### src/rtl/divider_step_counter.sv
// Start/stop step counter: counts up 0->limit or down limit->0 under a count
// enable, with a one-cycle done pulse at the terminal value and optional auto-reload.
//
// state | meaning
// ------+-----------------------------------------------------------
// IDLE  | waiting for start; out holds its last value
// RUN   | counting towards the terminal value on enabled edges
module divider_step_counter #(
  parameter int unsigned WIDTH       = 32,
  parameter bit          AUTO_RELOAD = 1'b0
) (
  input  logic             clk,
  input  logic             rst_n,
  input  logic             start,
  input  logic             abort,
  input  logic             en,
  input  logic             dir,
  input  logic [WIDTH-1:0] limit,
  output logic [WIDTH-1:0] out,
  output logic             busy,
  output logic             done
);

  localparam logic [WIDTH-1:0] ZERO = '0;
  localparam logic [WIDTH-1:0] ONE  = {{(WIDTH-1){1'b0}}, 1'b1};

  typedef enum logic {
    IDLE = 1'b0,
    RUN  = 1'b1
  } state_t;

  state_t           state;
  state_t           state_nx;
  logic [WIDTH-1:0] count;
  logic [WIDTH-1:0] count_nx;
  logic [WIDTH-1:0] limit_q;
  logic [WIDTH-1:0] limit_nx;
  logic             dir_q;
  logic             dir_nx;
  logic             done_nx;
  logic [WIDTH-1:0] terminal;
  logic [WIDTH-1:0] reload;
  logic             at_term;
  logic             step;

  // terminal is 0 when counting down, the latched limit when counting up
  assign terminal = dir_q ? ZERO : limit_q;
  assign reload   = dir_q ? limit_q : ZERO;
  assign at_term  = (count == terminal);
  assign step     = (state == RUN) && en && !abort && !start;
  assign out      = count;

  always_ff @(posedge clk or negedge rst_n) begin
    if (!rst_n) begin
      state   <= IDLE;
      count   <= ZERO;
      limit_q <= ZERO;
      dir_q   <= 1'b0;
      done    <= 1'b0;
      busy    <= 1'b0;
    end else begin
      state   <= state_nx;
      count   <= count_nx;
      limit_q <= limit_nx;
      dir_q   <= dir_nx;
      done    <= done_nx;
      busy    <= (state_nx == RUN);
    end
  end

  always_comb begin
    state_nx = state;
    if (abort) begin
      state_nx = IDLE;
    end else if (start) begin
      state_nx = RUN;
    end else if (step && at_term && !AUTO_RELOAD) begin
      state_nx = IDLE;
    end
  end

  always_comb begin
    count_nx = count;
    limit_nx = limit_q;
    dir_nx   = dir_q;
    done_nx  = 1'b0;
    if (!abort && start) begin
      limit_nx = limit;
      dir_nx   = dir;
      count_nx = dir ? limit : ZERO;
    end else if (step) begin
      if (at_term) begin
        done_nx = 1'b1;
        if (AUTO_RELOAD) begin
          count_nx = reload;
        end
      end else if (dir_q) begin
        count_nx = count - ONE;
      end else begin
        count_nx = count + ONE;
      end
    end
  end

endmodule

### config.mk
export PLATFORM = sky130hd
export DESIGN_NAME = divider_step_counter
export DESIGN_NICKNAME = d
export VERILOG_FILES = /design/src/rtl/divider_step_counter.sv
export SDC_FILE = /design/constraint.sdc
export NUM_CORES = 1
export LEC_CHECK = 0
export BUFFER_PORTS_ARGS = -buffer_cell sky130_fd_sc_hd__buf_4
export CAP_MARGIN = 40
export CORE_MARGIN = 4
export CORE_UTILIZATION = 53
export CTS_CLUSTER_SIZE = 40
export DETAILED_ROUTE_END_ITERATION = 8
export GPL_TIMING_DRIVEN = 1
export PLACE_DENSITY = 0.77
export SLEW_MARGIN = 5
export SYNTH_ARGS = -nofsm -noshare
export SYNTH_HDL_FRONTEND = slang
export SYNTH_SLANG_ARGS = --single-unit
### constraint.sdc
create_clock -name clk -period 3.2 [get_ports clk]
set_input_delay 0.48 -clock clk [delete_from_list [all_inputs] [get_ports clk]]
set_output_delay 0.48 -clock clk [all_outputs]
set_load 0.01 [all_outputs]
Word level (Yosys, flattened, before mapping)
Index checks and enable logic that the tools add are counted.
{"block": "totals", "ff_bits": 67, "in_bits": 38, "out_inout_bits": 34, "elab_cells": 31}
{"block": "classes", "addsub": 2, "eq_ne": 2, "mux": 12, "n_reduce_logical": 10}
{"cell": "2-to-1 mux 32 bit", "count": 6}
{"cell": "adder 32 x 1 -> 32 bit, second input constant", "count": 1}
{"cell": "equality test 32 bit", "count": 1}
{"cell": "subtractor 32 x 1 -> 32 bit, second input constant", "count": 1}
{"cell": "2-to-1 mux 1 bit", "count": 6}
{"cell": "logical AND 1 bit", "count": 5}
{"cell": "nonzero test 3 bit", "count": 1}
{"cell": "logical NOT 1 bit", "count": 2}
{"cell": "!= test 2 x 1 -> 1 bit, second input constant", "count": 1}
{"cell": "AND reduction 2 bit", "count": 1}
{"cell": "nonzero test 2 bit", "count": 1}

Logic depth before layout (Yosys ltp)
Gate-level depths: netlist (run 1).
{"block": "logic_depth", "word_depth": 7, "mapped_depth": 10, "ltp_nobuf": 9}

Worst setup path after synthesis (run 1)
OpenSTA, ideal clock, no wires.
{"block": "synth_timing", "path_type": "flip-flop to flip-flop", "from": "register dir_q", "to": "register count[31] (netlist: out[31])", "setup_ns": 0.124, "arrival_time_ns": 2.952, "required_time_ns": 3.076, "path_slack_ns": 0.124, "path_stages_with_launch": 10, "path_buffers": 0, "period_less_slack_ns": 3.076, "cell_sequence": "dfrtp_1 -> ha_1 -> a21o_1 -> a211oi_1 -> o21ai_0 -> a221oi_1 -> or4b_1 -> nand4_1 -> mux2i_1 -> a211o_1"}
{"block": "synth_via", "elab_chain_cells": 4, "word_cells_on_any_way": 8, "cone_classes": "eq/ne (2); mux (5); reduce/logical (1)"}
{"item": "from (decl)", "line_no": "38", "text": "logic dir_q;"}
{"item": "from (signal assigned)", "line_no": "65", "text": "dir_q <= dir_nx;"}
{"item": "2-to-1 mux 32 bit (on tied branches)", "line_no": "47, 97"}
{"item": "equality test 32 bit or 2-to-1 mux 32 bit (tied branches)", "line_no": "49, 92"}
{"item": "!= test 2 x 1 -> 1 bit (no line) or 2-to-1 mux 32 bit (tied branches)"}
{"item": "AND reduction 2 bit (no line) or 2-to-1 mux 32 bit (tied branches)"}
{"item": "to (signal assigned)", "line_no": "63", "text": "count <= count_nx;"}
{"item": "to (decl)", "line_no": "34", "text": "logic [WIDTH-1:0] count;"}
Several ways; a longest one is shown, not always the timed one. The select of a mux whose other input is x is not followed.
A chain may end at the register's enable or synchronous reset.

Final worst setup path (run 1)
{"block": "layout_timing", "from": "register dir_q", "to": "register count[28] (netlist: out[28])"}
The elaborated chain is that of the path after synthesis.

==> results of run 1 <==
## per-layer routing
layer / up-vias / track usage, % / wire [um]
met1: 2534 / 42.06 / 7286
met2: 222 / 48.38 / 7787
met4: 0 / 10.32 / 427
met3: 36 / 3.552 / 1236
met5: - / 0 / 0
li1: 2440 / - / -
## per-stage QoR
stage	hold slack (ps)	total power [uW]	cells	util [%]	instance area, um^2
finish	61.82	4219	842	66.10	6195
floorplan	184.4	2590	629	-	5157
CTS	75.20	4152	842	65.79	6166
global route	88.60	4498	842	66.10	6195
detailed placement	451.4	3400	827	63.73	5972
global placement	470.7	3356	826	63.51	5952
## final cells by class
type                       count  area (um^2)
timing repair buffer          98        785.8
fill                         828         3177
clock inverter                 2        35.03
tap                          129        161.4
sequential                    67         1678
inverter                      19        71.32
multi-input combinational    514         3304
clock buffer                  13        158.9
## report_power, final
| part | leakage (uW) | internal, uW | switching (uW) |
|---|---|---|---|
| registers | 0.000820 | 1010 | 249 |
| logic | 0.00205 | 995 | 1230 |
| clock network | 0.0000995 | 399 | 337 |
| total | 0.00297 | 2400 | 1820 |
## state kept, by name, summed over array words and instances, names as in the netlist
signal / flops
dir_q: 1
done: 1
limit_q: 32
out: 32
state: 1
## worst max-delay path, stage by stage (launching register included)
cell and delay (ps):
sky130_fd_sc_hd__dfrtp_2 500, sky130_fd_sc_hd__buf_12 200, sky130_fd_sc_hd__ha_1 420, sky130_fd_sc_hd__nand2_1 120, sky130_fd_sc_hd__o221ai_1 210, sky130_fd_sc_hd__a21oi_1 120, sky130_fd_sc_hd__a211oi_2 370, sky130_fd_sc_hd__a22oi_1 230
sky130_fd_sc_hd__or4_1 510, sky130_fd_sc_hd__a31oi_1 170, sky130_fd_sc_hd__mux2_2 160
## cells in the final DEF, fill, tap and decap left out, types with 10 or more instances in the layout
cell                       count
sky130_fd_sc_hd__inv_1        18
sky130_fd_sc_hd__o21ai_0      36
sky130_fd_sc_hd__nand2_1     129
sky130_fd_sc_hd__a21oi_1      54
sky130_fd_sc_hd__buf_4        94
sky130_fd_sc_hd__nand2b_1     13
sky130_fd_sc_hd__ha_1         30
sky130_fd_sc_hd__nand4_1      10
sky130_fd_sc_hd__nor2_1       30
sky130_fd_sc_hd__xnor2_1      22
sky130_fd_sc_hd__clkbuf_8     11
sky130_fd_sc_hd__mux2i_1      17
sky130_fd_sc_hd__nor2b_1      10
sky130_fd_sc_hd__xor2_1       13
sky130_fd_sc_hd__nand3_1      21
sky130_fd_sc_hd__dfrtp_1      66
## final timing paths
check | from | end | slack [ps] | cells after the start
worst max register to register | dir_q | out[28] | 140 | 10
worst min register to register | limit_q[19] | limit_q[19] | 510 | 2
worst min-delay path | rst_n | limit_q[27] | 60 | 1
worst max-delay path | dir_q | out[28] | 140 | 10
max in group asynchronous | rst_n | out[9] | 2580 | 2
min in group clk | limit[16] | limit_q[16] | 320 | 3
## cells by family after synthesis
kind of cell	count (synthesis)	synth area share (%)
flip-flops	67	32.51
multiplexers	24	4.828
adder cells (fa/ha/maj)	31	7.666
AO/OA/AOI/OAI	168	21.01
buffers and inverters	48	4.172
AND/OR/NAND/NOR	256	23.87
XOR/XNOR	35	5.944
==> results.txt, run 1 <==
The run finished with clean final reports. The total wirelength of the detailed-routed design came out at 16740 um. The highest ir drop seen on vdd came out at 0.0003659 V. The post-detailed-placement half-perimeter wirelength came out at 12490 um.

The tool flagged a number of max-cap violations equal to 0. The highest achievable clock rate came out at 326.9 MHz. The proportion of register bits with asynchronous set or reset after synthesis is 100.0%. The most common cell in the synthesized netlist is sky130_fd_sc_hd__nand2_1.

In the post-synthesis netlist, the biggest area contributors are sky130_fd_sc_hd__dfrtp_1 33%, sky130_fd_sc_hd__nand2_1 9.4%, sky130_fd_sc_hd__ha_1 7.3%, sky130_fd_sc_hd__a21oi_1 5.3%, sky130_fd_sc_hd__xnor2_1 3.7%. The count of hold buffers inserted by post-cts repair came out at 0. Adding up every negative setup slack in the final design gives 0 ps. The number of iterations in the first detailed-routing pass came out at 5. The maximum level of the CTS H-tree came out at 3. The number of synthesized flops with an enable pin is 0. The largest total area in the synthesized netlist belongs to sky130_fd_sc_hd__dfrtp_1.

The total global routing overflow is 0. The number of diodes added for antenna fixing is 0. The post-synthesis register bit count came out at 67.

The count of endpoints failing hold in the final timing report came to 0. Prior to clock tree synthesis, the placed netlist has a worst setup slack of 147.4 ps. The via count of the first global-routing pass was 5048. The total track usage came out at 30.04%.

The headroom to the max-slew limit came out at 57.83%. The net count after synthesis came out at 698. The routability congestion estimate is 0.9660.

At the worst endpoint, the arrival time is 3350 ps. The clock-pin slew reported for the worst setup and hold paths after clock tree synthesis came out at 80 ps. The largest net degree at the start of global routing is 42. After technology mapping, the gate count stands at 629. The quantity of I/O buffers inserted on ports came out at 71. The standard cell core area is 9371 um^2. The maximum number of buffers from clock root to sink came out at 2. After detailed routing, the number of remaining DRC violations is 0.

Of the synthesized area, sequential elements account for 32.51%. The power density over the cells is 681.1 nW/um^2. The final layout contains 778 nets. Setup violations remaining at the end of the flow were counted as 0.

The share of layout cells above drive strength 1 is 18.51%. The initial antenna violation count is 0. The die outline width is 106.6 um. The mean instance size in the synthesized netlist is 8.199 um^2. In this run, distinct cell masters in the synthesized netlist total 70. STA classifies the critical path startpoint as a flip-flop. The worst hold path belongs to the class input port to async pin. The number of top-level design ports came out at 72. The die covers 11370 um^2.

The final worst-path setup slack came out at 140.9 ps. The wire length of the first global-routing pass is 26900 um. The tree is rooted in a sky130_fd_sc_hd__clkbuf_8. The number of violations reported at the end of detailed-routing iteration 0 came out at 334.

The required time of the critical path is 3490 ps. TritonCTS built the clock tree. The post-CTS setup buffer count is 0. In this run the biggest area consumer among cell types represents 32.51% of the synthesized area. The critical path in this run is classified as flip-flop to flip-flop. Clock tree synthesis found a total of 67 sinks.

The maximum fanout along the worst path came out at 28. The total of warnings raised by yosys is 0. The number of cell rows came out at 35. The per-cell via count in the routed design is 6.214. The worst setup path is captured at a flip-flop.

The netlist area before placement came out at 5157 um^2. The actual transition at the worst max-transition pin came out at 632.5 ps. The routed via count came out at 5232. The floorplan die height is 106.6 um. The clock network latency to the later pin of the worst-skew pair came out at 350 ps. The clock skew is 14.06 ps.

The detail route stage leaves a number of antenna-violating nets equal to 0. The portion of the clock cycle consumed by the worst path in the final layout came out at 95.60%. The commonest cells after synthesis are 129 x sky130_fd_sc_hd__nand2_1, 67 x sky130_fd_sc_hd__dfrtp_1, 55 x sky130_fd_sc_hd__a21oi_1, 37 x sky130_fd_sc_hd__o21ai_0. The number of pins exceeding their max-slew limit in the final report is 0. The effective utilization at floorplan is 55.03%. Compared with the post-synthesis result, the final layout area differs by 20.11%.

Gates resized during post-CTS repair numbered 0. Among all flip-flop cells after synthesis, the most frequent one is sky130_fd_sc_hd__dfrtp_1. The routed wirelength normalized by instance count came out at 19.88 um.

The number of buffers created by CTS came out at 9. The minimum clock period after layout is 3059 ps. The static power due to leakage is 0.002970 uW.
(Power assumes the default switching activity.)
==> inputs of run 2 (changes only) <==
==> constraint.sdc (replaced) <==
create_clock -name clk -period 2.8 [get_ports clk]
set_input_delay 0.42 -clock clk [delete_from_list [all_inputs] [get_ports clk]]
set_output_delay 0.42 -clock clk [all_outputs]
set_load 0.01 [all_outputs]
==> results.txt, run 2 (same netlist as run 1, synthesis figures left out) <==
The minimum clock period after layout came out at 2926 ps (was 3059 ps). The per-cell via count in the routed design came to 6.141 (was 6.214). The clock-pin slew reported for the worst setup and hold paths after clock tree synthesis is 80 ps (about the same). The maximum level of the CTS H-tree is 3 (unchanged).

The highest ir drop seen on vdd is 0.0004562 V (was 0.0003659 V). The headroom to the max-slew limit came out at 62.16% (was 57.83%). The power density over the cells came out at 785.1 nW/um^2 (was 681.1 nW/um^2).

The static power due to leakage is 0.003527 uW (was 0.002970 uW). The CTS tree is built (unchanged). The final-stage net count came out at 875 (was 778). The area after detailed placement is 6590 um^2 (was 5972 um^2).

The clock network latency to the later pin of the worst-skew pair is 350 ps (about the same). The total global routing overflow is 0 (unchanged). The actual transition at the worst max-transition pin is 567.6 ps (was 632.5 ps).

The via count of the first global-routing pass came to 5678 (was 5048). The die outline width came out at 106.6 um (unchanged). The highest achievable clock rate came to 341.8 MHz (was 326.9 MHz).

The type of the worst setup path is flip-flop to flip-flop (unchanged). The area of the die is 11370 um^2 (unchanged). The relative area change from synthesis to final layout was 43.55% (was 20.11%). The total track usage is 32.77% (was 30.04%). The number of pins exceeding their max-slew limit in the final report is 0 (unchanged).

Commonest cells after routing, fill and taps aside: 183 x sky130_fd_sc_hd__buf_4, 128 x sky130_fd_sc_hd__nand2_1, 66 x sky130_fd_sc_hd__dfrtp_1 (was 129 x sky130_fd_sc_hd__nand2_1, 94 x sky130_fd_sc_hd__buf_4, 66 x sky130_fd_sc_hd__dfrtp_1). The standard cell core area is 9371 um^2 (unchanged). The tightest hold margin came out at 255.6 ps (was 61.82 ps). The largest net degree at the start of global routing is 67 (was 42). The most frequent standard cell in the layout excluding fill and tap cells is sky130_fd_sc_hd__buf_4 (was sky130_fd_sc_hd__nand2_1).

Result of the run: complete, but fails checks (was finished, final reports clean). The termination of the worst setup path is out[31] (was out[28]). The wire length of the first global-routing pass is 29370 um (was 26900 um). The worst reg-to-reg path cell count is 11 (was 10). The effective utilization at floorplan came out at 55.03% (unchanged). The floorplan die height is 106.6 um (unchanged).

The final reports fail on setup timing. The number of top-level design ports came out at 72 (unchanged). The area of all placed cells without fillers came out at 7403 um^2 (was 6195 um^2). The count of clock tree sinks came to 67 (unchanged). The quantity of I/O buffers inserted on ports came out at 71 (unchanged).

Setup repair after global routing could not meet its margin everywhere. The number of setup violations in the final report is 10 (was 0). The total wirelength of the detailed-routed design was 19160 um (was 16740 um). The worst endpoint data arrival time is 3160 ps (was 3350 ps). The remaining number of nets flagged by the antenna check after routing is 0 (unchanged). The total power of the final layout came out at 5812 uW (was 4219 uW). The clock root buffer was sky130_fd_sc_hd__clkbuf_8 (unchanged).

The portion of the clock cycle consumed by the worst path in the final layout came out at 104.5% (was 95.60%). The routed wirelength normalized by instance count is 20.38 um (was 19.88 um). The routed via count is 5773 (was 5232). The DRC violation count after routing came out at 0 (unchanged). The share of layout cells above drive strength 1 came out at 35.64% (was 18.51%).

The clock skew came to 11.31 ps (was 14.06 ps). The maximum number of buffers from clock root to sink is 2 (unchanged). The critical register-to-register path startpoint is dir_q (unchanged). The critical path endpoint category is a flip-flop (unchanged). The required time of the critical path is 3040 ps (was 3490 ps). The routability congestion estimate came to 0.9158 (was 0.9660). The number of cell rows came out at 35 (unchanged). The count of endpoints failing hold in the final timing report is 0 (unchanged). The number of iterations in the first detailed-routing pass is 5 (unchanged).

The number of violations reported at the end of detailed-routing iteration 0 came out at 492 (was 334). The flop-to-flop setup slack came out at -130 ps (was 140 ps). The path category of the worst min-delay check is input port to flip-flop (was input port to async pin). The launch point of the worst path is dir_q (unchanged). The initial antenna violation count was 0 (unchanged). The nature of the critical path startpoint was a flip-flop (unchanged).

The max-capacitance violation count came to 0 (unchanged). The post-detailed-placement half-perimeter wirelength is 13210 um (was 12490 um). The number of diodes added for antenna fixing is 0 (unchanged). The final worst-path setup slack came out at -125.6 ps (was 140.9 ps). The maximum fanout along the worst path was 7 (was 28).

The terminus of the critical flop-to-flop path is out[31] (was out[28]). The number of buffers created by CTS was 9 (unchanged).
-- run 2: changes by cell type in the layout (fill, tap and decap cells not counted), sizes merged --
cell and change:
dlygate4sd3 +1, clkinvlp +1, buf +95, clkbuf -2, clkinv +3
-- run 2: worst min path at each step --
stage                 endpoint  slack [ps]  cells after the start        from
CTS                      state         260                      2       abort
global placement    limit_q[9]         470                      2  limit_q[9]
detailed placement  limit_q[3]         220                      1       rst_n
floorplan                 done         120                      0       rst_n
finish                   state         260                      2       abort
global route              done         260                      2       start
-- run 2: critical path, stage by stage (launching register included) --
cell and delay (ps):
sky130_fd_sc_hd__dfrtp_4 580, sky130_fd_sc_hd__buf_4 190, sky130_fd_sc_hd__ha_4 230, sky130_fd_sc_hd__buf_4 140
sky130_fd_sc_hd__o211ai_1 130, sky130_fd_sc_hd__o211ai_1 200, sky130_fd_sc_hd__a32oi_2 280, sky130_fd_sc_hd__o21ai_2 130
sky130_fd_sc_hd__or4b_1 480, sky130_fd_sc_hd__nand4_1 130, sky130_fd_sc_hd__mux2i_1 90, sky130_fd_sc_hd__a211o_1 230
-- run 2: final cells by class --
cell class | instances | area [um^2]
Clock buffer | 10 | 137.6
Multi-Input combinational cell | 514 | 3702
Clock inverter | 6 | 65.06
Tap cell | 129 | 161.4
Fill cell | 669 | 1968
Inverter | 19 | 71.32
Sequential cell | 67 | 1680
Timing Repair Buffer | 195 | 1585
-- run 2: through the flow --
step	std cells	TNS, ps	setup slack [ps]	util [%]
after floorplan	629	0	10.29	-
final	940	-582.2	-125.6	79.00
after detailed placement	908	-2347	-244.0	70.32
after global placement	907	-1324	-209.7	70.03
after global routing	940	-1988	-179.9	79.00
after CTS	933	-77.60	-38.54	75.74
-- run 2: metal layers --
metal  track usage, %  wire (um)  up-vias  share of wire [%]
li1                 -          -     2632                  -
met1            43.79       7949     2801                 41
met2            53.60       9173      280                 48
met3            4.335       1248       60                6.5
met4            13.70        789        0                4.1
met5                0          0        -                  0
-- run 2: what timing repair did --
action | 4_1_cts | 5_1_grt
hold buffers | 1 | 0
pin swaps | 18 | 21
hold endpoints to repair | 1 | 0
gates cloned | 0 | 1
gates resized for setup | 47 | 58
setup buffers | 9 | 7
endpoints found under the setup margin | 32 | 32
-- run 2: power by group --
part	switching [uW]	internal, uW
clock network	427	436
logic	1800	1760
registers	244	1150
